<file path="config.mk">
export PLATFORM = sky130hd
export DESIGN_NAME = controle_pagamento_flat
export DESIGN_NICKNAME = d
export VERILOG_FILES = /design/src/rtl/pagamento_pkg.sv /design/src/rtl/controle_pagamento_if.sv /design/src/rtl/seletor_moeda.sv /design/src/rtl/controle_pagamento.sv /design/src/flat_wrapper.sv
export SDC_FILE = /design/constraint.sdc
export NUM_CORES = 1
export LEC_CHECK = 0
export ABC_AREA = 0
export ABC_CLOCK_PERIOD_IN_PS = 3600
export CORE_ASPECT_RATIO = 1.4
export CORE_MARGIN = 1.5
export CORE_UTILIZATION = 40
export CTS_BUF_LIST = sky130_fd_sc_hd__clkbuf_16
export CTS_CLUSTER_DIAMETER = 50
export DETAILED_ROUTE_END_ITERATION = 7
export PLACE_DENSITY = 0.64
export SLEW_MARGIN = 20
export SYNTH_ARGS = -nofsm -noshare
export SYNTH_HDL_FRONTEND = slang
export SYNTH_SLANG_ARGS = --single-unit
</file>
<file path="constraint.sdc">
create_clock -name clk -period 3.6 [get_ports clk]
set_input_delay 0.54 -clock clk [delete_from_list [all_inputs] [get_ports clk]]
set_output_delay 0.54 -clock clk [all_outputs]
set_load 0.005 [all_outputs]
</file>
<file path="src/rtl/pagamento_pkg.sv">
// Shared types and coin helpers for the payment/change sequencer.
package pagamento_pkg;

  typedef enum logic [2:0] {
    StOcioso,
    StColeta,
    StLibera,
    StTroco,
    StConclui
  } estado_t;

  localparam logic [2:0] MOEDA_5   = 3'd0;
  localparam logic [2:0] MOEDA_10  = 3'd1;
  localparam logic [2:0] MOEDA_25  = 3'd2;
  localparam logic [2:0] MOEDA_50  = 3'd3;
  localparam logic [2:0] MOEDA_100 = 3'd4;

  localparam int unsigned MAX_CREDITO_PADRAO = 1000;

  // Invalid codes map to 0 so callers can gate on moedaValida separately.
  function automatic logic [9:0] valorMoeda(input logic [2:0] codigo);
    case (codigo)
      MOEDA_5:   return 10'd5;
      MOEDA_10:  return 10'd10;
      MOEDA_25:  return 10'd25;
      MOEDA_50:  return 10'd50;
      MOEDA_100: return 10'd100;
      default:   return 10'd0;
    endcase
  endfunction

  function automatic logic moedaValida(input logic [2:0] codigo);
    return codigo <= MOEDA_100;
  endfunction

endpackage

</file>
<file path="src/rtl/controle_pagamento_if.sv">
// Coin input, ejector handshake and status signals of the payment sequencer.
interface controle_pagamento_if;
  logic       iniciar;
  logic [9:0] preco;
  logic       moeda_valida;
  logic [2:0] moeda_valor;
  logic       cancelar;
  logic       ejetor_ack;
  logic       ejetor_req;
  logic [2:0] ejetor_moeda;
  logic       liberar_produto;
  logic       moeda_devolvida;
  logic       OK;
  logic       vendido;
  logic [9:0] credito;
  logic       ocupado;

  modport master (
    output iniciar, preco, moeda_valida, moeda_valor, cancelar, ejetor_ack,
    input  ejetor_req, ejetor_moeda, liberar_produto, moeda_devolvida, OK, vendido, credito,
           ocupado
  );

  modport slave (
    input  iniciar, preco, moeda_valida, moeda_valor, cancelar, ejetor_ack,
    output ejetor_req, ejetor_moeda, liberar_produto, moeda_devolvida, OK, vendido, credito,
           ocupado
  );
endinterface

</file>
<file path="src/rtl/seletor_moeda.sv">
// Greedy change selector: largest coin not exceeding the remaining change.
module seletor_moeda
  import pagamento_pkg::*;
(
  input  logic [9:0] troco,
  output logic [2:0] moeda,
  output logic [9:0] valor,
  output logic       troco_zero
);

  always_comb begin
    troco_zero = troco < 10'd5;
    if (troco >= 10'd100)     moeda = MOEDA_100;
    else if (troco >= 10'd50) moeda = MOEDA_50;
    else if (troco >= 10'd25) moeda = MOEDA_25;
    else if (troco >= 10'd10) moeda = MOEDA_10;
    else                      moeda = MOEDA_5;
    valor = valorMoeda(moeda);
  end

endmodule

</file>
<file path="src/rtl/controle_pagamento.sv">
// Payment and change sequencer: collects coins, releases the product, ejects change.
module controle_pagamento
  import pagamento_pkg::*;
#(
  parameter int unsigned TIMEOUT_CICLOS = 50000,
  parameter int unsigned MAX_CREDITO    = MAX_CREDITO_PADRAO
) (
  input logic                 clk,
  input logic                 rst_n,
  controle_pagamento_if.slave bus
);

  localparam int unsigned   CW          = $clog2(TIMEOUT_CICLOS + 1);
  localparam logic [CW-1:0] TIMEOUT_LIM = CW'(TIMEOUT_CICLOS - 1);
  localparam logic [10:0]   MAX_LIM     = 11'(MAX_CREDITO);

  estado_t       estado;
  logic [9:0]    precoLatch;
  logic [9:0]    troco;
  logic [CW-1:0] contador;
  logic          vendidoFlag;

  logic [2:0]  selMoeda;
  logic [9:0]  selValor;
  logic        selZero;
  logic [9:0]  valorEntrada;
  logic [10:0] somaCredito;
  logic        aceita;
  logic [9:0]  creditoProx;

  seletor_moeda u_seletor (
    .troco      (troco),
    .moeda      (selMoeda),
    .valor      (selValor),
    .troco_zero (selZero)
  );

  // One extra bit so a coin overshooting the ceiling cannot wrap.
  always_comb begin
    valorEntrada = valorMoeda(bus.moeda_valor);
    somaCredito  = {1'b0, bus.credito} + {1'b0, valorEntrada};
    aceita       = bus.moeda_valida && moedaValida(bus.moeda_valor) && (somaCredito <= MAX_LIM);
    creditoProx  = aceita ? somaCredito[9:0] : bus.credito;
  end

  always_ff @(posedge clk or negedge rst_n) begin
    if (!rst_n) begin
      estado              <= StOcioso;
      precoLatch          <= '0;
      troco               <= '0;
      contador            <= '0;
      vendidoFlag         <= 1'b0;
      bus.ejetor_req      <= 1'b0;
      bus.ejetor_moeda    <= '0;
      bus.liberar_produto <= 1'b0;
      bus.moeda_devolvida <= 1'b0;
      bus.OK              <= 1'b0;
      bus.vendido         <= 1'b0;
      bus.credito         <= '0;
      bus.ocupado         <= 1'b0;
    end else begin
      bus.liberar_produto <= 1'b0;
      bus.OK              <= 1'b0;
      bus.vendido         <= 1'b0;
      bus.moeda_devolvida <= bus.moeda_valida && (estado != StColeta);

      unique case (estado)
        StOcioso: begin
          bus.credito <= '0;
          if (bus.iniciar) begin
            precoLatch  <= bus.preco;
            contador    <= '0;
            bus.ocupado <= 1'b1;
            estado      <= StColeta;
          end
        end

        StColeta: begin
          bus.credito <= creditoProx;
          contador    <= aceita ? '0 : contador + 1'b1;
          if (bus.moeda_valida && !aceita) bus.moeda_devolvida <= 1'b1;
          // A coin arriving with the cancel is credited, then refunded with the rest.
          if (bus.cancelar || contador == TIMEOUT_LIM) begin
            troco       <= creditoProx;
            vendidoFlag <= 1'b0;
            estado      <= StTroco;
          end else if (bus.credito >= precoLatch) begin
            bus.liberar_produto <= 1'b1;
            estado              <= StLibera;
          end
        end

        StLibera: begin
          troco       <= bus.credito - precoLatch;
          vendidoFlag <= 1'b1;
          estado      <= StTroco;
        end

        StTroco: begin
          if (bus.ejetor_req) begin
            if (bus.ejetor_ack) begin
              troco          <= troco - selValor;
              bus.ejetor_req <= 1'b0;
            end
          end else if (selZero) begin
            bus.OK      <= 1'b1;
            bus.vendido <= vendidoFlag;
            estado      <= StConclui;
          end else begin
            bus.ejetor_req   <= 1'b1;
            bus.ejetor_moeda <= selMoeda;
          end
        end

        StConclui: begin
          bus.credito <= '0;
          bus.ocupado <= 1'b0;
          estado      <= StOcioso;
        end

        default: estado <= StOcioso;
      endcase
    end
  end

endmodule

</file>
<file path="src/flat_wrapper.sv">
// flat-port wrapper written by rule: the top's interface ports become plain ports
module controle_pagamento_flat import pagamento_pkg::*;
#(
  parameter int unsigned TIMEOUT_CICLOS = 50000,
  parameter int unsigned MAX_CREDITO    = MAX_CREDITO_PADRAO
)
  (clk, rst_n, bus_iniciar, bus_preco, bus_moeda_valida, bus_moeda_valor, bus_cancelar, bus_ejetor_ack, bus_ejetor_req, bus_ejetor_moeda, bus_liberar_produto, bus_moeda_devolvida, bus_OK, bus_vendido, bus_credito, bus_ocupado);
  controle_pagamento_if bus_i ();
  input logic clk;
  input logic rst_n;
  input wire logic [$bits(bus_i.iniciar)-1:0] bus_iniciar;
  input wire logic [$bits(bus_i.preco)-1:0] bus_preco;
  input wire logic [$bits(bus_i.moeda_valida)-1:0] bus_moeda_valida;
  input wire logic [$bits(bus_i.moeda_valor)-1:0] bus_moeda_valor;
  input wire logic [$bits(bus_i.cancelar)-1:0] bus_cancelar;
  input wire logic [$bits(bus_i.ejetor_ack)-1:0] bus_ejetor_ack;
  output wire logic [$bits(bus_i.ejetor_req)-1:0] bus_ejetor_req;
  output wire logic [$bits(bus_i.ejetor_moeda)-1:0] bus_ejetor_moeda;
  output wire logic [$bits(bus_i.liberar_produto)-1:0] bus_liberar_produto;
  output wire logic [$bits(bus_i.moeda_devolvida)-1:0] bus_moeda_devolvida;
  output wire logic [$bits(bus_i.OK)-1:0] bus_OK;
  output wire logic [$bits(bus_i.vendido)-1:0] bus_vendido;
  output wire logic [$bits(bus_i.credito)-1:0] bus_credito;
  output wire logic [$bits(bus_i.ocupado)-1:0] bus_ocupado;
  assign bus_i.iniciar = bus_iniciar;
  assign bus_i.preco = bus_preco;
  assign bus_i.moeda_valida = bus_moeda_valida;
  assign bus_i.moeda_valor = bus_moeda_valor;
  assign bus_i.cancelar = bus_cancelar;
  assign bus_i.ejetor_ack = bus_ejetor_ack;
  assign bus_ejetor_req = bus_i.ejetor_req;
  assign bus_ejetor_moeda = bus_i.ejetor_moeda;
  assign bus_liberar_produto = bus_i.liberar_produto;
  assign bus_moeda_devolvida = bus_i.moeda_devolvida;
  assign bus_OK = bus_i.OK;
  assign bus_vendido = bus_i.vendido;
  assign bus_credito = bus_i.credito;
  assign bus_ocupado = bus_i.ocupado;
  controle_pagamento #(.TIMEOUT_CICLOS(TIMEOUT_CICLOS), .MAX_CREDITO(MAX_CREDITO)) u_core (.clk(clk), .rst_n(rst_n), .bus(bus_i));
endmodule
</file>
==> impl_metrics.csv, run 1 <==
group,metric,value,unit
logic_synthesis,ys.warnings.count,0,
power,static_leakage,2.31,nW
critical_path,cp_slowest_stage_delay,430,ps
status,status,"complete, no violations",
critical_path,critPathKind,"reg -> reg",
sta,grt_setup_unrepaired,"no",
sta,fmax,298,MHz
sta,fin_skew,6.91,ps
clock_network,cts_max_level,3,
logic_synthesis,synth_top_cell_area_share,35.3,%
critical_path,timing.critical_path.required,3810,ps
route,detailroute.via_count,3865,
clock_network,tritoncts.num_buffers,9,
global_routing,grt_start_max_net_pins,41,
clock_network,cts_tree,"built",
place,dp.final_hpwl,8.57,mm
place,post-place-cells,664,
critical_path,cp_cell_sequence,"nor4_1 -> o31ai_1 -> a21oi_1 -> ha_1 -> inv_1 -> fa_1 -> a21o_1 -> a21oi_2 -> o21bai_1 -> a21oi_2 -> o21a_1 -> mux2i_1 -> a211oi_1 -> a221o_1",
sta,slew_headroom,53.1,%
logic_synthesis,synthesis.area_per_instance,8.80,um2
place,globalplace.congestion,0.911,
route,first_pass_iters,4,
critical_path,crit_slowest_cell,"dfrtp_1",
clock_network,cts.sink_count,59,
logic_synthesis,post-synth-top-count-cell,"dfrtp_1",
logic_synthesis,synth_cell_types,66,
critical_path,cp.arrival,3560,ps
floorplanning,design.die.area,0.0111,mm2
critical_path,worst_path_dominant_cell_family,"compound AO/OA/AOI/OAI gates",
floorplanning,chipHeight,124,um
sta,period_minus_slack,3350,ps
route,avgViaCountPerCell,5.68,
route,post_route_drc_violation_count,0,
final_layout,drive_gt1_share,11.8,%
clock_network,clkLatencyLatePin,330,ps
logic_synthesis,syn-instance-count,476,
route,antenna_left,0,
floorplanning,die_width,89.5,um
critical_path,cp.buffers_inverters,1,
logic_synthesis,synth.cell_area,0.00419,mm2
global_routing,grt.total_usage,22.8,%
sta,setup_viol,0,
logic_synthesis,synth.area.top_cells,"dfrtp_1 (35%), ha_1 (7.5%), a21oi_1 (4.4%)",
clock_network,clockBufferDepth,2,
floorplanning,num_rows,44,
clock_network,postCtsSetupRepairBufs,0,
logic_synthesis,part_of_the_yosys_area_used_for_sequential_elements,35.3,%
power,power_density,706,mW/mm2
clock_network,clk_pin_slew_worst_paths,50,ps
sta,fin_crit_sh,93.1,%
logic_synthesis,ys_seq_elements,59,
job,max_cap_viols,0,
global_routing,first_global_vias,3942,
global_routing,grt_overflow_total,0,
power,p_total,3.69,mW
sta,report.final.slew_viol_count,0,
clock_network,clockRootBuffer,"clkbuf_16",
logic_synthesis,number_of_enable_flip_flop_cells_after_synthesis,0,
route,drt_wl_total,11.5,mm
final_layout,number_of_nets_in_the_layout,584,
floorplanning,design.core.area,0.0103,mm2
final_layout,fin_cells,680,
logic_synthesis,synth_top_cell_by_area,"dfrtp_1",
critical_path,path_common_cell,"a21oi_2",
sta,fin_worst_hold_slack,181,ps
route,detailedRoute.firstIterationViolations,255,
logic_synthesis,synth_commonest_cells,"dfrtp_1 (59), nand2_1 (39), a21oi_1 (37)",
floorplanning,floorplan.io_pins,38,
floorplanning,initial_core_util,40.7,%
final_layout,flow.area_growth_from_synthesis,24.7,%
sta,hold_viol,0,
global_routing,antenna_found_initial,0,
global_routing,grt_pass1_wl,19.2,mm
logic_synthesis,postSynth.topFlopCell,"dfrtp_1",
place,io_buffers,37,
final_layout,antennaDiodeCount,0,
power,irDropWorstVdd,0.384,mV
hold_path,worst_hold_path_type,"in -> async",
logic_synthesis,synth_fp_nets,523,
critical_path,endpoint_kind,"register",
sta,worst_margin_slew,702,ps
critical_path,worst_path_fanout_max,5,
critical_path,worstSetupStartpointType,"register",
route,wl_per_cell,17.0,um
logic_synthesis,synth-async-reset-ratio,100,%
cell families after synthesis:
group / synth area share [%]
XOR/XNOR: 3.97
AND/OR/NAND/NOR: 20.2
multiplexers: 3.23
buffers and inverters: 4.21
flip-flops: 35.3
AO/OA/AOI/OAI: 24.3
adder cells (fa/ha/maj): 8.90
cell type report:
class | instances | area, um2
clock buffer | 9 | 225
clock inverter | 7 | 91.3
fill | 986 | 5070
inverter | 27 | 101
multi-input combinational | 372 | 2540
sequential | 59 | 1480
tap | 138 | 173
timing repair buffer | 68 | 611
layout by cell type (no fill, tap or decap), types with 11 or more instances in the layout:
cell type and instances:
a21o_1 11, nor2_1 29, a21oi_1 35, a31oi_1 16, clkdlybuf4s50_1 36, nand2_1 39
ha_1 25, or3_1 14, nor3_1 11, buf_4 30, o21ai_0 31, inv_1 27
nand3_1 14, dfrtp_1 58
stage by stage:
step                      setup TNS, ps  worst slack [ps]  cell area (um2)  util, %
after floorplan                       0               368             4190        -
after global placement                0              22.8             4900     47.6
after detailed placement           -424             -61.4             4900     47.6
after CTS                             0               120             5210     50.6
after global routing                  0              7.21             5220     50.7
final                                 0               249             5220     50.7
per-layer routing:
layer | track usage (%) | vias up | routed length (um)
met3 | 3.58 | 29 | 394
li1 | - | 1890 | -
met4 | 10.5 | 0 | 393
met1 | 27.6 | 1844 | 4830
met5 | 0 | - | 0
met2 | 39.2 | 102 | 5930
power breakdown:
group | switching (mW) | internal [mW]
combinational | 0.907 | 0.821
sequential | 0.215 | 0.833
clock | 0.312 | 0.603
total | 1.43 | 2.26
sequential cells by signal, indices dropped and copies added, names as in the netlist:
signal and flops:
u_core.contador 16, u_core.bus.credito 10, u_core.precoLatch 10, u_core.troco 10, u_core.bus.ejetor_moeda 3, u_core.estado 3
u_core.bus.OK 1, u_core.bus.ejetor_req 1, u_core.bus.liberar_produto 1, u_core.bus.moeda_devolvida 1, u_core.bus.ocupado 1, u_core.bus.vendido 1
u_core.vendidoFlag 1
what timing repair did:
action                                  4_1_cts  5_1_grt
endpoints found under the setup margin        0        1
gates resized for setup                       0        4
hold buffers                                  0        0
final timing paths:
check / slack, ps / end / cells past startpoint / start
min in group clk: 490 / u_core.bus.vendido$_DFF_PN0_ / 1 / u_core.vendidoFlag$_DFFE_PN0P_
hold / removal: 180 / u_core.precoLatch[1]$_DFFE_PN0P_ / 1 / rst_n
hold reg to reg: 490 / u_core.bus.vendido$_DFF_PN0_ / 1 / u_core.vendidoFlag$_DFFE_PN0P_
setup reg to reg: 250 / u_core.troco[8]$_DFFE_PN0P_ / 14 / u_core.troco[9]$_DFFE_PN0P_
max in group asynchronous: 2500 / u_core.contador[3]$_DFFE_PN0P_ / 2 / rst_n
setup / recovery: 250 / u_core.troco[8]$_DFFE_PN0P_ / 14 / u_core.troco[9]$_DFFE_PN0P_
Note: power is estimated with default switching activity, not from simulation.
==> run 2: changes to the inputs <==
--- a/config.mk
+++ b/config.mk
@@ -17,4 +17,5 @@
 export SLEW_MARGIN = 20
 export SYNTH_ARGS = -nofsm -noshare
 export SYNTH_HDL_FRONTEND = slang
+export SYNTH_HIERARCHICAL = 1
 export SYNTH_SLANG_ARGS = --single-unit
==> impl_metrics.csv, run 2 <==
group,metric,value,unit
floorplanning,initial_core_util,41.2,%
critical_path,worstReg2RegStart,"u_core/troco[6]$_DFFE_PN0P_",
sta,fin_crit_sh,95.9,%
final_layout,antennaDiodeCount,0,
global_routing,grtUsageMet2,40.2,%
clock_network,cts.sink_count,59,
floorplanning,floorplan.io_pins,38,
critical_path,cp.arrival,3660,ps
route,detailroute.via_count,4125,
status,status,"complete, no violations",
sta,setup_viol,0,
floorplanning,design.die.area,0.0119,mm2
logic_synthesis,post-synth-top-count-cell,"dfrtp_1",
place,pre_cts_slack,-216,ps
route,avgViaCountPerCell,5.59,
final_layout,number_of_flip_flops_under_the_largest_register_name,16,
power,p_int,2.76,mW
final_layout,largest-register,"u_core/contador",
sta,fin_skew,7.57,ps
critical_path,critPathKind,"in -> reg",
floorplanning,chipHeight,128,um
floorplanning,design.core.area,0.0109,mm2
sta,final.setup.worst_slack,147,ps
logic_synthesis,synth_mux_area_share,3.76,%
critical_path,timing.critical_path.required,3810,ps
logic_synthesis,synth_top_cell_area_share,32.8,%
clock_network,ctsHoldBuffers,0,
clock_network,postCtsSetupRepairBufs,0,
job,max_cap_viols,0,
clock_network,cts_max_level,3,
clock_network,clkLatencyLatePin,330,ps
route,wl_per_cell,16.5,um
global_routing,grt.met1_usage,23.5,%
critical_path,timing.reg2reg.setup_slack,340,ps
critical_path,worst_path_dominant_cell_family,"compound AO/OA/AOI/OAI gates",
logic_synthesis,synth_top_family_by_area,"compound AO/OA/AOI/OAI gates",
global_routing,globalRoute.busiestLayer,"met2",
power,swShare,44.7,%
power,static_leakage,2.43,nW
logic_synthesis,synth_compound_area_share,23.3,%
power,power.switching,2.22,mW
logic_synthesis,synth-xor-area-share,5.45,%
clock_network,clockRootBuffer,"clkbuf_16",
global_routing,antenna_found_initial,0,
floorplanning,die_width,92.6,um
logic_synthesis,ys_seq_elements,59,
critical_path,cp.buffers_inverters,2,
global_routing,first_global_vias,4163,
logic_synthesis,syn-instance-count,518,
logic_synthesis,synth_commonest_cells,"dfrtp_1 (59), nand2_1 (50), inv_1 (33), o21ai_0 (33), nor2_1 (31)",
critical_path,worst_path_fanout_max,9,
global_routing,grt_overflow_total,0,
logic_synthesis,postSynth.topFlopCell,"dfrtp_1",
final_layout,most_common_cell_after_layout_fill_and_taps_aside,"dfrtp_1",
final_layout,post-route-util,51.3,%
clock_network,tritoncts.num_buffers,9,
route,detailedRoute.firstIterationViolations,266,
route,antenna_left,0,
critical_path,cp_cell_sequence,"clkdlybuf4s50_1 -> nor2_1 -> ha_1 -> fa_1 -> xor2_1 -> nor3_1 -> or3_1 -> a2111o_1 -> o31ai_1 -> buf_4 -> nor3b_1 -> a221o_1",
sta,slew_headroom,56.4,%
final_layout,fin_cells,738,
sta,fin_worst_hold_slack,210,ps
logic_synthesis,post_synth_and_or_nand_nor_area_fraction,20.3,%
route,drt_wl_total,12.2,mm
critical_path,rr_worst_depth,12,
critical_path,endpoint_kind,"register",
place,globalplace.congestion,0.892,
place,dp.final_hpwl,9.47,mm
sta,grt_setup_unrepaired,"yes",
final_layout,most-common-layout-cells,"dfrtp_1 (59), nand2_1 (50), buf_4 (47)",
final_layout,number_of_nets_in_the_layout,642,
power,pwr-share-clk,15.0,%
logic_synthesis,synthesis.area_per_instance,8.68,um2
clock_network,cts_tree,"built",
logic_synthesis,synth.area.top_cells,"dfrtp_1 (33%), ha_1 (7.5%), nand2_1 (4.2%)",
global_routing,globalRouteMet3Util,3.43,%
logic_synthesis,ys.warnings.count,6,
logic_synthesis,synth.cell_area,0.00450,mm2
logic_synthesis,synth_top_cell_by_area,"dfrtp_1",
logic_synthesis,part_of_the_yosys_area_used_for_sequential_elements,32.8,%
critical_path,cp_slowest_stage_delay,540,ps
global_routing,grt.total_usage,21.8,%
place,post-place-cells,723,
sta,fmax,290,MHz
sta,worst_margin_slew,654,ps
logic_synthesis,synth-async-reset-ratio,100,%
sta,period_minus_slack,3450,ps
clock_network,ctsResizeCount,0,
critical_path,worstSetupStartpointType,"input pin",
sta,hold_viol,0,
power,p_seq_share,22.5,%
power,share_comb_of_total_power,62.5,%
critical_path,crit_slowest_cell,"clkdlybuf4s50_1",
power,p_total,4.98,mW
final_layout,drive_gt1_share,14.9,%
clock_network,clockBufferDepth,2,
final_layout,num-fill-cells,1062,
logic_synthesis,number_of_enable_flip_flop_cells_after_synthesis,0,
power,power_density,889,mW/mm2
critical_path,r2r_end,"u_core/troco[8]$_DFFE_PN0P_",
power,irDropWorstVdd,0.357,mV
final_layout,flow.area_growth_from_synthesis,24.6,%
place,io_buffers,37,
global_routing,grt_pass1_wl,20.1,mm
clock_network,clk_pin_slew_worst_paths,50,ps
sta,report.final.slew_viol_count,0,
global_routing,grt_start_max_net_pins,47,
logic_synthesis,yosys.area_share.adder,8.85,%
route,post_route_drc_violation_count,0,
logic_synthesis,synth_cell_types,68,
route,first_pass_iters,5,
hold_path,worst_hold_path_type,"in -> async",
floorplanning,num_rows,45,
run 2: changes by cell type in the layout (fill, tap and decap cells not counted), sizes merged, moves of 4 or more:
cell / delta
a211oi: +5
a21oi: -16
and3: +4
buf: +17
inv: +5
nand2: +13
nand3: +6
nor3: +6
nor3b: +4
o31ai: +6
or3: -10
xnor2: +8
run 2: final cells by class:
cell class | count | area [um2] | area share, %
Clock buffer | 9 | 225 | 4.02
Clock inverter | 6 | 33.8 | 0.603
Inverter | 33 | 124 | 2.21
Multi-Input combinational cell | 405 | 2820 | 50.2
Sequential cell | 59 | 1480 | 26.3
Tap cell | 141 | 176 | 3.15
Timing Repair Buffer | 85 | 753 | 13.4
run 2: worst max-delay path by stage:
stage | slack (ps) | cells past startpoint | endpoint | startpoint
finish | 150 | 12 | u_core/bus.credito[1]$_DFFE_PN0P_ | bus_moeda_valor[0]
global placement | -180 | 10 | u_core/troco[1]$_DFFE_PN0P_ | bus_moeda_valor[0]
floorplan | 450 | 10 | u_core/bus.credito[1]$_DFFE_PN0P_ | bus_moeda_valor[2]
CTS | 120 | 14 | u_core/bus.credito[6]$_DFFE_PN0P_ | bus_moeda_valor[1]
detailed placement | -220 | 12 | u_core/troco[1]$_DFFE_PN0P_ | bus_moeda_valor[0]
global route | -20 | 12 | u_core/bus.credito[1]$_DFFE_PN0P_ | bus_moeda_valor[0]
run 2: worst reg2reg max path, stage by stage, from the launching register on:
cell and delay [ps]:
dfrtp_1 510, nor4_1 570, o311a_1 270, ha_1 160, inv_1 50, fa_1 410, a21o_1 180, a21oi_1 270
o21a_1 190, a21oi_1 70, xor2_1 150, a21oi_1 160, o221ai_1 140
run 2: per-layer routing:
metal	vias to the layer above	routed length [um]
li1	2045	-
met1	1960	4900
met2	85	6380
met3	35	363
met4	0	538
met5	-	0
run 2: logic make-up after synthesis:
group	Yosys count
multiplexers	16
AO/OA/AOI/OAI	149
other	1
flip-flops	59
adder cells (fa/ha/maj)	30
buffers and inverters	56
XOR/XNOR	28
AND/OR/NAND/NOR	179
run 2: power by group through the flow:
stage | Combinational (mW) | Clock [mW] | Sequential (mW)
global placement | 2.99 | 0 | 1.13
global route | 3.44 | 0.786 | 1.15
CTS | 3.07 | 0.765 | 1.13
floorplan | 2.10 | 0 | 1.06
detailed placement | 3.05 | 0 | 1.13
finish | 3.11 | 0.748 | 1.12
run 2: metrics by stage:
stage | cell area [um2] | TNS (ps)
floorplan | 4500 | 0
global placement | 5320 | -1910
detailed placement | 5320 | -4120
CTS | 5580 | 0
global route | 5600 | -47.7
finish | 5600 | 0
==> run 3: changes to the inputs <==
--- a/config.mk
+++ b/config.mk
@@ -5,7 +5,6 @@
 export SDC_FILE = /design/constraint.sdc
 export NUM_CORES = 1
 export LEC_CHECK = 0
-export ABC_AREA = 0
 export ABC_CLOCK_PERIOD_IN_PS = 3600
 export CORE_ASPECT_RATIO = 1.4
 export CORE_MARGIN = 1.5
==> results of run 3 <==
Final layout, timing and power as in run 2 (identical DEF).
